### src/rtl/ras_ckpt_stack.sv
// Circular return-address stack with one checkpoint slot for recovering the
// top pointer and count after a mispredicted speculative call/return sequence.
module ras_ckpt_stack #(
    parameter  int DEPTH = 2,
    parameter  int VLEN  = 32,
    localparam int PW    = (DEPTH > 1) ? $clog2(DEPTH) : 1,
    localparam int CW    = $clog2(DEPTH + 1)
) (
    input  logic            clk_i,
    input  logic            rst_i,
    input  logic            flush_i,
    input  logic            push_i,
    input  logic            pop_i,
    input  logic [VLEN-1:0] data_i,
    input  logic            ckpt_i,
    input  logic            restore_i,
    output logic [VLEN-1:0] data_o,
    output logic            valid_o,
    output logic [CW-1:0]   count_o,
    output logic            overflow_o,
    output logic            underflow_o
);

    localparam logic [PW-1:0] LAST_PTR = PW'(DEPTH - 1);
    localparam logic [CW-1:0] FULL_CNT = CW'(DEPTH);

    logic [VLEN-1:0] entries [DEPTH];
    logic [PW-1:0]   tp;
    logic [CW-1:0]   cnt;
    logic [PW-1:0]   ckpt_tp;
    logic [CW-1:0]   ckpt_cnt;
    logic            ovf_q;
    logic            unf_q;

    logic [PW-1:0]   tp_nxt;
    logic [CW-1:0]   cnt_nxt;
    logic            wr_en;
    logic [PW-1:0]   wr_ptr;
    logic            ovf_nxt;
    logic            unf_nxt;
    logic            ckpt_en;

    // Explicit wrap keeps non-power-of-two depths inside 0..DEPTH-1.
    function automatic logic [PW-1:0] ptr_inc(input logic [PW-1:0] p);
        if (DEPTH == 1 || p == LAST_PTR) begin
            return '0;
        end
        return p + 1'b1;
    endfunction

    function automatic logic [PW-1:0] ptr_dec(input logic [PW-1:0] p);
        if (DEPTH == 1) begin
            return '0;
        end
        if (p == '0) begin
            return LAST_PTR;
        end
        return p - 1'b1;
    endfunction

    always_comb begin
        tp_nxt  = tp;
        cnt_nxt = cnt;
        wr_en   = 1'b0;
        wr_ptr  = tp;
        ovf_nxt = 1'b0;
        unf_nxt = 1'b0;
        if (flush_i) begin
            tp_nxt  = '0;
            cnt_nxt = '0;
        end else if (restore_i) begin
            tp_nxt  = ckpt_tp;
            cnt_nxt = ckpt_cnt;
        end else if (push_i && pop_i) begin
            // Tail call: the new return address replaces the current top.
            wr_en  = 1'b1;
            wr_ptr = tp;
            if (cnt == '0) begin
                cnt_nxt = CW'(1);
            end
        end else if (push_i) begin
            tp_nxt = ptr_inc(tp);
            wr_en  = 1'b1;
            wr_ptr = ptr_inc(tp);
            if (cnt == FULL_CNT) begin
                ovf_nxt = 1'b1;
            end else begin
                cnt_nxt = cnt + 1'b1;
            end
        end else if (pop_i) begin
            if (cnt == '0) begin
                unf_nxt = 1'b1;
            end else begin
                tp_nxt  = ptr_dec(tp);
                cnt_nxt = cnt - 1'b1;
            end
        end
    end

    assign ckpt_en = ckpt_i && !flush_i && !restore_i;

    always_ff @(posedge clk_i or posedge rst_i) begin
        if (rst_i) begin
            tp       <= '0;
            cnt      <= '0;
            ckpt_tp  <= '0;
            ckpt_cnt <= '0;
            ovf_q    <= 1'b0;
            unf_q    <= 1'b0;
        end else begin
            tp    <= tp_nxt;
            cnt   <= cnt_nxt;
            ovf_q <= ovf_nxt;
            unf_q <= unf_nxt;
            if (ckpt_en) begin
                ckpt_tp  <= tp;
                ckpt_cnt <= cnt;
            end
        end
    end

    always_ff @(posedge clk_i or posedge rst_i) begin
        if (rst_i) begin
            for (int i = 0; i < DEPTH; i++) begin
                entries[i] <= '0;
            end
        end else if (wr_en) begin
            entries[wr_ptr] <= data_i;
        end
    end

    assign data_o      = entries[tp];
    assign valid_o     = (cnt != '0);
    assign count_o     = cnt;
    assign overflow_o  = ovf_q;
    assign underflow_o = unf_q;

endmodule

### config.mk
export PLATFORM = sky130hd
export DESIGN_NAME = ras_ckpt_stack
export DESIGN_NICKNAME = d
export VERILOG_FILES = /design/src/rtl/ras_ckpt_stack.sv
export SDC_FILE = /design/constraint.sdc
export NUM_CORES = 1
export LEC_CHECK = 0
export ABC_AREA = 0
export BUFFER_PORTS_ARGS = -buffer_cell sky130_fd_sc_hd__buf_4
export CORE_MARGIN = 2
export CORE_UTILIZATION = 35
export CTS_CLUSTER_SIZE = 10
export DETAILED_ROUTE_END_ITERATION = 7
export PLACE_DENSITY = 0.56
export SLEW_MARGIN = 20
export SYNTH_ARGS = -nofsm -noshare
export SYNTH_HDL_FRONTEND = slang
export SYNTH_SLANG_ARGS = --single-unit
### constraint.sdc
create_clock -name clk_i -period 2.2 [get_ports clk_i]
set_input_delay 0.33 -clock clk_i [delete_from_list [all_inputs] [get_ports clk_i]]
set_output_delay 0.33 -clock clk_i [all_outputs]
set_load 0.02 [all_outputs]
After elaboration in Yosys (flattened, before gate mapping)
Cells that the tools add are included.
{"block": "classes", "n_bitwise": 2, "muxes": 55, "magnitude_cmp": 3, "eq_ne": 6, "n_addsub": 4, "reduce_logical": 12}
{"operator": "$mux W32", "count": 4}
{"operator": "$bwmux W64", "count": 1}
{"operator": "$mux W1", "count": 41}
{"operator": "$demux W32 S1", "count": 1}
{"operator": "$mux W2", "count": 8}
{"operator": "$ne A5 B5 Y1 const B", "count": 2}
{"operator": "$reduce_bool A5 Y1", "count": 1}
{"operator": "$ge A2 B2 Y1 const B", "count": 2}
{"operator": "$logic_and A1 B1 Y1", "count": 4}
{"operator": "$ne A4 B3 Y1 const B", "count": 1}
{"operator": "$ne A4 B4 Y1 const B", "count": 1}
{"operator": "$not A1 Y2", "count": 2}
{"operator": "$reduce_and A4 Y1", "count": 1}
{"operator": "$reduce_bool A4 Y1", "count": 1}
{"operator": "$ne A3 B3 Y1 const B", "count": 1}
{"operator": "$reduce_and A3 Y1", "count": 1}
{"operator": "$add A2 B1 Y2 const B", "count": 1}
{"operator": "$eq A2 B2 Y1 const B", "count": 1}
{"operator": "$logic_not A1 Y1", "count": 2}
{"operator": "$logic_not A2 Y1", "count": 1}
{"operator": "$lt A2 B1 Y1 const B", "count": 1}
{"operator": "$reduce_bool A2 Y1", "count": 1}
{"operator": "$sub A2 B1 Y2 const B", "count": 1}
{"operator": "$add A1 B1 Y1 const B", "count": 1}
{"operator": "$sub A1 B1 Y1 const B", "count": 1}
{"block": "totals", "out_inout_bits": 37, "wordCells": 90, "in_bits": 39, "regBits": 72}

Depth between registers and ports, before layout
Gate-level depths: netlist (run 1).
{"block": "logic_depth", "ltp_word": 16, "depth_mapped": 5}

Worst setup path after synthesis (run 1)
Ideal clock, no wire load.
{"block": "synth_path", "kind": "register -> register", "from": "register tp", "to": "register entries[32] (netlist name)", "t_required_ps": 2075, "setup_slack_ps": 750, "t_arrival_ps": 1325, "path_stages_with_launch": 6, "cell_sequence": "dfrtp_1 buf_4 xnor2_2 nand3b_4 buf_6 mux2_4"}
{"block": "synth_between", "elab_chain_cells": 16, "word_cells_on_any_way": 18, "classes_between": "1 x add/sub; 2 x order compare; 13 x mux; 1 x bitwise; 1 x reduce/logical"}
{"item": "start: declaration", "line": "28", "source": "logic [PW-1:0] tp;"}
{"item": "start signal: assignment", "line": "111", "source": "tp <= tp_nxt;"}
{"item": "$mux W1", "line": "45", "source": "if (DEPTH == 1 || p == LAST_PTR) begin"}
{"item": "$mux W1", "line": "81", "source": "end else if (push_i) begin"}
{"item": "$mux W1", "line": "74", "source": "end else if (push_i && pop_i) begin"}
{"item": "$mux W1", "line": "71", "source": "end else if (restore_i) begin"}
{"item": "$mux W1", "line": "68", "source": "if (flush_i) begin"}
{"item": "$mux W1", "line": "48", "source": "return p + 1'b1;"}
{"item": "$mux W1", "line": "81"}
{"item": "$mux W1", "line": "74"}
{"item": "$mux W1", "line": "71"}
{"item": "$mux W1 *", "line": "68"}
{"item": "$not A1 Y2 (not written as such) *", "line": "128", "source": "entries[wr_ptr] <= data_i;"}
{"item": "$ge A2 B2 Y1 (not written as such) or $lt A2 B1 Y1 (tied branches)", "line": "128"}
{"item": "$logic_and A1 B1 Y1 (not written as such)", "line": "128"}
{"item": "$mux W32 (not written as such)", "line": "128"}
{"item": "$demux W32 S1 *", "line": "128"}
{"item": "$bwmux W64 *", "line": "128"}
{"item": "end signal: indexed assignment", "line": "128"}
{"item": "end: declaration", "line": "27", "source": "logic [VLEN-1:0] entries [DEPTH];"}
Every way passes the cells marked *; elsewhere a longest branch is shown, timed or not. The select of a mux whose other input is x is not followed.
A chain may end at the register's enable or synchronous reset.

Worst setup path after layout (run 1)
{"block": "layout_path", "from": "register tp", "to": "output data_o[24]"}
{"block": "layout_between", "elab_chain_cells": 4}
{"item": "$not A1 Y2 (not written as such)", "line": "132", "source": "assign data_o = entries[tp];"}
{"item": "$mux W32 (not written as such) (3 in a row)", "line": "132"}
{"item": "end: declaration", "line": "17", "source": "output logic [VLEN-1:0] data_o,"}
Every way passes these cells. The select of a mux whose other input is x is not followed.

==> impl_metrics.csv, run 1 <==
group,metric,value,unit
floorplan,row_count,35,
floorplan,die_h,102,µm
routing,routed_wirelength,6340,µm
critical_path,reg2reg_depth,4,
layout,antennaDiodeCount,0,
clocking,clock-sinks,72,
routing,post_drt_wl_per_cell,14.8,µm
worst_hold_path,hp-class,"input pin to asynchronous set/reset pin",
yosys,synth_warnings,0,
timing,hold_ws,0.0605,ns
power_and_ir_drop,max-vdd-ir-drop,525,µV
yosys,syn_nets,250,
yosys,yosysUniqueCellTypes,26,
placement,placed_area,4040,µm²
clocking,post_cts_buffers,0,
grt,grt_max_degree,73,
layout,final_area,4260,µm²
placement,dp.cells,411,
grt,grt_antenna_before_repair,0,
clocking,cts_made_buffers,9,
timing,max_freq,529,MHz
clocking,cts.reportedPaths.clkPinSlew,0.07,ns
critical_path,arrival,1.56,ns
placement,gp_congestion,0.672,
clocking,clockRootBuffer,"clkbuf_8",
layout,area_growth,27.8,%
timing,finalSetupTns,0,ns
layout,fillers,861,
timing,rsz0062_at_grt,"no",
floorplan,io_pins,76,
timing,period_share,85.9,%
layout,nNetsFinal,332,
routing,drt_iter0_markers,39,
clocking,post_cts_resized,0,
routing,drc,0,
floorplan,start_util,36.1,%
yosys,synth_flop_cell,"dfrtp_1",
grt,grtUsageTotal,13.5,%
grt,grt_pass1_vias,2084,
clocking,hold_buffers,0,
yosys,synth_top_area_share,54.1,%
clocking,cts.path.max_buffers,2,
timing,finalSetupViolCount,0,
routing,drtPass1Iterations,4,
yosys,yosysMostFrequentCell,"dfrtp_1",
yosys,ys_seq_elements,72,
yosys,synth_area_leader_cell,"dfrtp_1",
clocking,ctsHtreeMaxLevel,3,
routing,avgViaCountPerCell,4.61,
floorplan,dieArea,10300,µm²
clocking,cts_tree,"yes",
critical_path,crit_fanout,20,
yosys,seq_area_frac_synth,54.1,%
yosys,synth_commonest_cells,"dfrtp_1, mux2_2, mux2_4",
critical_path,cp-start-kind,"register",
status,status,"finished clean",
grt,grt_pass1_wl,10500,µm
yosys,avgSynthCellArea,15.8,µm²
critical_path,cp-end-kind,"output pin",
power_and_ir_drop,powerDensity,983,nW/µm²
floorplan,dieWidth,102,µm
floorplan,core,9240,µm²
routing,vias,1968,
routing,antenna_left,0,
timing,slew_headroom,73.4,%
yosys,synth_edf_count,0,
timing,timing_hold_violations_final,0,
yosys,async_reset_ff_share,100,%
timing,worstMarginPinSlew,0.399,ns
yosys,synth_area_leaders,"dfrtp_1, mux2_2, mux2_4",
critical_path,required,1.87,ns
placement,portBuffers,75,
layout,drive_gt1_share,68.1,%
clocking,clock_latency,0.34,ns
timing,slew_violations,0,
placement,hpwl,4190,µm
grt,gr-total-overflow,0,
critical_path,path_class,"register to output pin",
critical_path,r2r_setup_slack,0.57,ns
timing,fin_skew,0.00362,ns
power_and_ir_drop,leakagePower,2.07,nW
yosys,syn_area,3330,µm²
timing,min_period,1.89,ns
layout,final_cells,427,
yosys,syn_inst,211,
job,maxCapViolCount,0,
-- placed cells by master, fill, tap and decap left out, types with 2 or more instances in the layout --
| master | count |
|---|---|
| clkbuf_8 | 13 |
| buf_4 | 80 |
| nand2b_1 | 2 |
| mux2_2 | 67 |
| nor2_1 | 2 |
| a31oi_1 | 2 |
| buf_12 | 2 |
| mux2_4 | 32 |
| dfrtp_1 | 71 |
| inv_1 | 2 |
| nand2_1 | 5 |
-- cell families after synthesis --
family                 Yosys count  share of synthesized area (%)
multiplexers                   100                           37.3
AO/OA/AOI/OAI                    7                           1.65
AND/OR/NAND/NOR                 17                           3.27
XOR/XNOR                         1                          0.488
buffers and inverters           14                           3.19
flip-flops                      72                           54.1
-- state kept, by name, summed over array words and instances, names as in the netlist --
| signal | flops |
|---|---|
| ckpt_cnt | 2 |
| ckpt_tp | 1 |
| count_o | 2 |
| entries | 64 |
| overflow_o | 1 |
| tp | 1 |
| underflow_o | 1 |
-- power breakdown --
| group | leakage [nW] | switching [mW] | internal [mW] |
|---|---|---|---|
| clock | 0.113 | 0.467 | 0.647 |
| combinational | 1.08 | 0.528 | 0.748 |
| sequential | 0.876 | 0.154 | 1.64 |
| total | 2.07 | 1.15 | 3.04 |
-- layout make-up --
type	count	area, µm²	share of cell area (%)
inverter	3	11.3	0.264
clock buffer	14	183	4.29
clock inverter	2	35.0	0.823
sequential	72	1800	42.3
multi-input combinational	125	1430	33.5
tap	129	161	3.79
timing repair buffer	82	641	15.0
-- worst paths after layout --
| path | start | to |
|---|---|---|
| worst max-delay path | tp$_DFFE_PP0P_ | data_o[24] |
| worst min-delay path | rst_i | entries[25]$_DFFE_PP0P_ |
| worst max register to register | tp$_DFFE_PP0P_ | entries[55]$_DFFE_PP0P_ |
| worst min register to register | entries[18]$_DFFE_PP0P_ | entries[18]$_DFFE_PP0P_ |
| max in group asynchronous | rst_i | entries[50]$_DFFE_PP0P_ |
| min in group clk_i | flush_i | count_o[0]$_DFFE_PP0P_ |
-- critical path: stages, from the launching register on --
cell	delay [ns]
dfrtp_2	0.40
buf_4	0.29
mux2_2	0.38
buf_4	0.16
-- metrics by stage --
step	util (%)	setup WS, ns	power, mW
6_report	46.1	0.311	4.18
5_1_grt	46.1	0.212	4.44
4_1_cts	46.1	0.259	4.26
3_5_place_dp	43.7	0.525	3.11
3_3_place_gp	43.7	0.547	3.09
2_1_floorplan	-	0.0451	2.65
-- per-layer routing --
metal | GRT usage, % | up-vias | routed length [µm]
li1 | - | 922 | -
met4 | 5.61 | 0 | 74
met2 | 19.8 | 54 | 2830
met1 | 17.4 | 985 | 3010
met3 | 5.80 | 7 | 428
met5 | 0 | - | 0
No activity file was read; power rests on OpenSTA's default activity.
==> run 2, diff against run 1 <==
--- a/config.mk
+++ b/config.mk
@@ -9,6 +9,8 @@
 export BUFFER_PORTS_ARGS = -buffer_cell sky130_fd_sc_hd__buf_4
 export CORE_MARGIN = 2
 export CORE_UTILIZATION = 35
+export CTS_BUF_LIST = sky130_fd_sc_hd__clkbuf_16
+export CTS_CLUSTER_DIAMETER = 50
 export CTS_CLUSTER_SIZE = 10
 export DETAILED_ROUTE_END_ITERATION = 7
 export PLACE_DENSITY = 0.56
==> impl_metrics.csv, run 2 (synthesized netlist as in run 1, its figures left out) <==
group,metric,value,unit
layout,mostFrequentLayoutCell,"buf_4",
critical_path,path_class,"register to output pin",
clocking,post_cts_buffers,0,
timing,timing_hold_violations_final,0,
status,status,"finished clean",
critical_path,arrival,1.54,ns
routing,wl_met1,3040,µm
grt,grtUsageTotal,13.3,%
routing,route.met2.wl,2820,µm
floorplan,row_count,35,
timing,fin_skew,0.00175,ns
worst_hold_path,hp-class,"input pin to asynchronous set/reset pin",
routing,drc,0,
routing,routed_wirelength,6360,µm
critical_path,cp-start-kind,"register",
clocking,ctsHtreeMaxLevel,3,
routing,vias,1957,
power_and_ir_drop,powerDensity,1030,nW/µm²
routing,post_drt_wl_per_cell,14.9,µm
layout,area_growth,29.6,%
layout,regArea,1800,µm²
placement,pre_cts_ws,0.525,ns
placement,dp.cells,411,
layout,antennaDiodeCount,0,
floorplan,die_h,102,µm
grt,gr-total-overflow,0,
timing,finalSetupTns,0,ns
placement,gp_congestion,0.672,
floorplan,dieArea,10300,µm²
floorplan,io_pins,76,
routing,drt_iter0_markers,38,
clocking,cts.reportedPaths.clkPinSlew,0.05,ns
layout,nNetsFinal,332,
layout,fillers,847,
clocking,clock-sinks,72,
timing,finalSetupViolCount,0,
grt,grt_pass1_vias,2068,
floorplan,start_util,36.1,%
critical_path,cp-end-kind,"output pin",
timing,period_share,85.0,%
floorplan,core,9240,µm²
timing,rsz0062_at_grt,"no",
layout,largest_reg_flops,64,
timing,max_freq,535,MHz
power_and_ir_drop,leakagePower,2.09,nW
clocking,clockRootBuffer,"clkbuf_16",
grt,grt_pass1_wl,10500,µm
routing,antenna_left,0,
job,maxCapViolCount,0,
grt,grt_max_degree,73,
placement,portBuffers,75,
timing,slew_headroom,73.5,%
clocking,cts.path.max_buffers,2,
critical_path,required,1.87,ns
timing,min_period,1.87,ns
timing,finalWorstSetupSlack,0.329,ns
timing,worstMarginPinSlew,0.398,ns
layout,regMostFlops,"entries",
routing,drtPass1Iterations,4,
layout,final_cell_mix,"buf_4, dfrtp_1, mux2_2",
timing,slew_violations,0,
layout,multiInputGateArea,1430,µm²
routing,avgViaCountPerCell,4.58,
layout,drive_gt1_share,66.8,%
critical_path,crit_fanout,20,
clocking,clock_latency,0.32,ns
power_and_ir_drop,max-vdd-ir-drop,612,µV
routing,dr.max_layer_used,"met4",
floorplan,dieWidth,102,µm
clocking,cts_tree,"yes",
clocking,hold_buffers,0,
routing,wl_met3,449,µm
grt,grt_antenna_before_repair,0,
placement,hpwl,4190,µm
clocking,cts_made_buffers,9,
layout,final_cells,427,
clocking,post_cts_resized,0,
-- run 2: cell types whose count changed in the layout (fill, tap and decap cells not counted) --
cell / previous run / this run
inv_1: 2 / 3
clkbuf_8: 13 / 0
clkbuf_1: 1 / 0
clkinv_1: 0 / 4
clkbuf_16: 0 / 9
-- run 2: stage by stage --
step	utilization, %	power (mW)	hold WS, ns	instance area (µm²)
4_1_cts	46.8	4.51	0.108	4320
5_1_grt	46.8	4.68	0.121	4320
3_5_place_dp	43.7	3.11	0.461	4040
3_3_place_gp	43.7	3.09	0.460	4040
6_report	46.8	4.44	0.0813	4320
2_1_floorplan	-	2.65	0.393	3330
-- run 2: report_power, final --
| part | internal, mW | switching (mW) | total (mW) |
|---|---|---|---|
| registers | 1.64 | 0.155 | 1.80 |
| logic | 0.748 | 0.528 | 1.28 |
| clock network | 0.855 | 0.509 | 1.36 |
-- run 2: path summary, 6_finish.rpt --
path                                         start                       to  slack (ns)  depth (start not counted)
hold / removal                               rst_i  entries[25]$_DFFE_PP0P_        0.08                          3
setup reg to reg                    tp$_DFFE_PP0P_  entries[55]$_DFFE_PP0P_        0.57                          4
hold reg to reg            entries[18]$_DFFE_PP0P_  entries[18]$_DFFE_PP0P_        0.50                          1
min in group clk_i                         flush_i   count_o[0]$_DFFE_PP0P_        0.20                          2
max in group asynchronous                    rst_i  entries[48]$_DFFE_PP0P_        1.79                          3
setup / recovery                    tp$_DFFE_PP0P_               data_o[24]        0.33                          3
-- run 2: critical path, stage by stage (launching register included) --
cell	delay (ns)
dfrtp_2	0.39
buf_4	0.29
mux2_2	0.38
buf_4	0.16
-- run 2: cell type report --
| cell class | count | share of cell area (%) |
|---|---|---|
| clock buffer | 9 | 5.21 |
| tap | 129 | 3.74 |
| inverter | 3 | 0.261 |
| sequential | 72 | 41.7 |
| multi-input combinational | 125 | 33.0 |
| clock inverter | 7 | 1.25 |
| timing repair buffer | 82 | 14.8 |
-- run 2: metal layers --
layer / GRT usage [%] / up-vias
li1: - / 922
met2: 19.7 / 55
met5: 0 / -
met1: 17.4 / 975
met4: 4.37 / 0
met3: 5.80 / 5
==> run 3, diff against run 2 <==
--- a/config.mk
+++ b/config.mk
@@ -14,7 +14,6 @@
 export CTS_CLUSTER_SIZE = 10
 export DETAILED_ROUTE_END_ITERATION = 7
 export PLACE_DENSITY = 0.56
-export SLEW_MARGIN = 20
 export SYNTH_ARGS = -nofsm -noshare
 export SYNTH_HDL_FRONTEND = slang
 export SYNTH_SLANG_ARGS = --single-unit
==> constraint.sdc (replaced) <==
create_clock -name clk_i -period 1.5 [get_ports clk_i]
set_input_delay 0.225 -clock clk_i [delete_from_list [all_inputs] [get_ports clk_i]]
set_output_delay 0.225 -clock clk_i [all_outputs]
set_load 0.02 [all_outputs]
==> impl_metrics.csv, run 3 (synthesized netlist as in run 1, its figures left out) <==
group,metric,value,unit
critical_path,critPathSlowestCell,"dfrtp_2",
timing,slew_violations,0,
power_and_ir_drop,powerDensity,1530,nW/µm²
routing,drt_iter0_markers,40,
power_and_ir_drop,clockPowerShare,33.2,%
power_and_ir_drop,p_sw_share,26.0,%
layout,nNetsFinal,341,
routing,routed_wirelength,6880,µm
routing,drc,0,
clocking,cts.reportedPaths.clkPinSlew,0.06,ns
critical_path,cp-start-kind,"register",
floorplan,dieWidth,102,µm
layout,largest_reg_flops,64,
layout,final_cell_mix,"dfrtp_1, buf_4, mux2_4",
worst_hold_path,hp-class,"input pin to register",
layout,regMostFlops,"entries",
timing,finalSetupViolCount,66,
grt,met3_usage,4.83,%
power_and_ir_drop,max-vdd-ir-drop,906,µV
routing,avgViaCountPerCell,4.67,
placement,gp_congestion,0.720,
floorplan,start_util,36.1,%
grt,grtUsageTotal,14.2,%
job,maxCapViolCount,0,
layout,mostFrequentLayoutCell,"dfrtp_1",
timing,rsz0062_at_grt,"yes",
grt,grt_pass1_vias,2168,
timing,finalWorstSetupSlack,-0.186,ns
clocking,clock-sinks,72,
critical_path,crit_buf_inv,2,
floorplan,die_h,102,µm
critical_path,crit_chain,"buf_12, mux2_2, buf_4",
layout,drive_gt1_share,69.4,%
clocking,clockRootBuffer,"clkbuf_16",
power_and_ir_drop,seq_power_share,36.7,%
routing,vias,2035,
critical_path,crit_family,"flip-flops",
critical_path,cp-end-kind,"output pin",
grt,use_met2,21.2,%
critical_path,max_stage_delay,0.44,ns
clocking,ctsHtreeMaxLevel,3,
timing,slew_headroom,72.6,%
critical_path,required,1.27,ns
layout,multiInputGateArea,1540,µm²
layout,final_cells,436,
placement,hpwl,4540,µm
grt,grt_max_degree,31,
layout,antennaDiodeCount,0,
critical_path,arrival,1.46,ns
critical_path,crit_fanout,15,
floorplan,core,9240,µm²
clocking,cts_made_buffers,9,
routing,antenna_left,0,
placement,portBuffers,75,
layout,area_growth,42.2,%
timing,min_period,1.69,ns
floorplan,io_pins,76,
status,violations,"setup timing",
routing,drtPass1Iterations,5,
grt,grt_pass1_wl,11100,µm
routing,post_drt_wl_per_cell,15.8,µm
clocking,cts.path.max_buffers,2,
placement,dp.cells,417,
grt,gr-total-overflow,0,
power_and_ir_drop,p_comb_share,30.0,%
floorplan,dieArea,10300,µm²
status,status,"finished with violations",
layout,fillers,782,
timing,timing_hold_violations_final,0,
power_and_ir_drop,internal_power,5.35,mW
grt,grt-busiest-layer,"met2",
clocking,clock_latency,0.32,ns
timing,fin_skew,0.00390,ns
grt,use_met1,19.4,%
timing,period_share,112,%
power_and_ir_drop,leakagePower,2.28,nW
timing,max_freq,593,MHz
power_and_ir_drop,p_switching,1.88,mW
critical_path,path_class,"register to output pin",
layout,regArea,1800,µm²
timing,worstMarginPinSlew,0.410,ns
timing,finalSetupTns,-8.36,ns
clocking,cts_tree,"yes",
grt,grt_antenna_before_repair,0,
floorplan,row_count,35,
==> run 3: changes by cell type in the layout (fill, tap and decap cells not counted), moves of 2 or more <==
cell and change:
buf_12 +8, buf_4 -20, buf_6 +20, bufinv_16 +2, mux2_2 -19, mux2_4 +19
==> run 3: cell type report <==
| type | instances | share of cell area (%) |
|---|---|---|
| inverter | 3 | 0.317 |
| sequential | 72 | 38.1 |
| tap | 129 | 3.41 |
| multi-input combinational | 125 | 32.4 |
| clock buffer | 9 | 4.75 |
| clock inverter | 7 | 2.32 |
| timing repair buffer | 91 | 18.7 |
==> run 3: metal layers <==
metal  part of all wire, %  vias up
met5                     0        -
met4                   1.0        0
met3                   5.2        7
met2                    47       54
met1                    46     1028
li1                      -      946
==> run 3: final timing paths <==
| check | from | end | slack, ns | cells past startpoint |
|---|---|---|---|---|
| worst max-delay path | tp$_DFFE_PP0P_ | data_o[10] | -0.19 | 3 |
| worst min-delay path | flush_i | tp$_DFFE_PP0P_ | 0.11 | 2 |
| worst max register to register | tp$_DFFE_PP0P_ | entries[62]$_DFFE_PP0P_ | -0.14 | 5 |
| worst min register to register | entries[12]$_DFFE_PP0P_ | entries[12]$_DFFE_PP0P_ | 0.50 | 1 |
| max in group asynchronous | rst_i | entries[44]$_DFFE_PP0P_ | 0.57 | 4 |
| min in group asynchronous | rst_i | count_o[0]$_DFFE_PP0P_ | 0.46 | 3 |
==> run 3: timing repair <==
item	4_1_cts	5_1_grt
resized for setup	43	8
setup endpoints to repair	33	98
endpoints found under the hold margin	13	0
hold buffers	1	0
buffers inserted	2	0
pin swaps	4	1
gates cloned	0	0
==> run 3: per-stage QoR <==
| stage | utilization (%) | setup WS, ns | total power [mW] | hold WS (ns) | cell area (µm²) |
|---|---|---|---|---|---|
| after floorplan | - | 0.0497 | 3.89 | 0.288 | 3340 |
| after global placement | 45.1 | 0.0668 | 4.57 | 0.263 | 4170 |
| after detailed placement | 45.1 | 0.0430 | 4.60 | 0.250 | 4170 |
| after CTS | 50.7 | -0.204 | 7.30 | 0.0838 | 4690 |
| after global routing | 51.3 | -0.235 | 7.59 | 0.0944 | 4740 |
| final | 51.3 | -0.186 | 7.23 | 0.109 | 4740 |
==> run 3: power groups by stage <==
stage	Combinational (mW)	Clock (mW)	Sequential (mW)
after floorplan	1.30	0	2.59
after global placement	1.91	0	2.66
after detailed placement	1.93	0	2.66
after CTS	2.16	2.48	2.66
after global routing	2.31	2.57	2.72
final	2.17	2.40	2.66
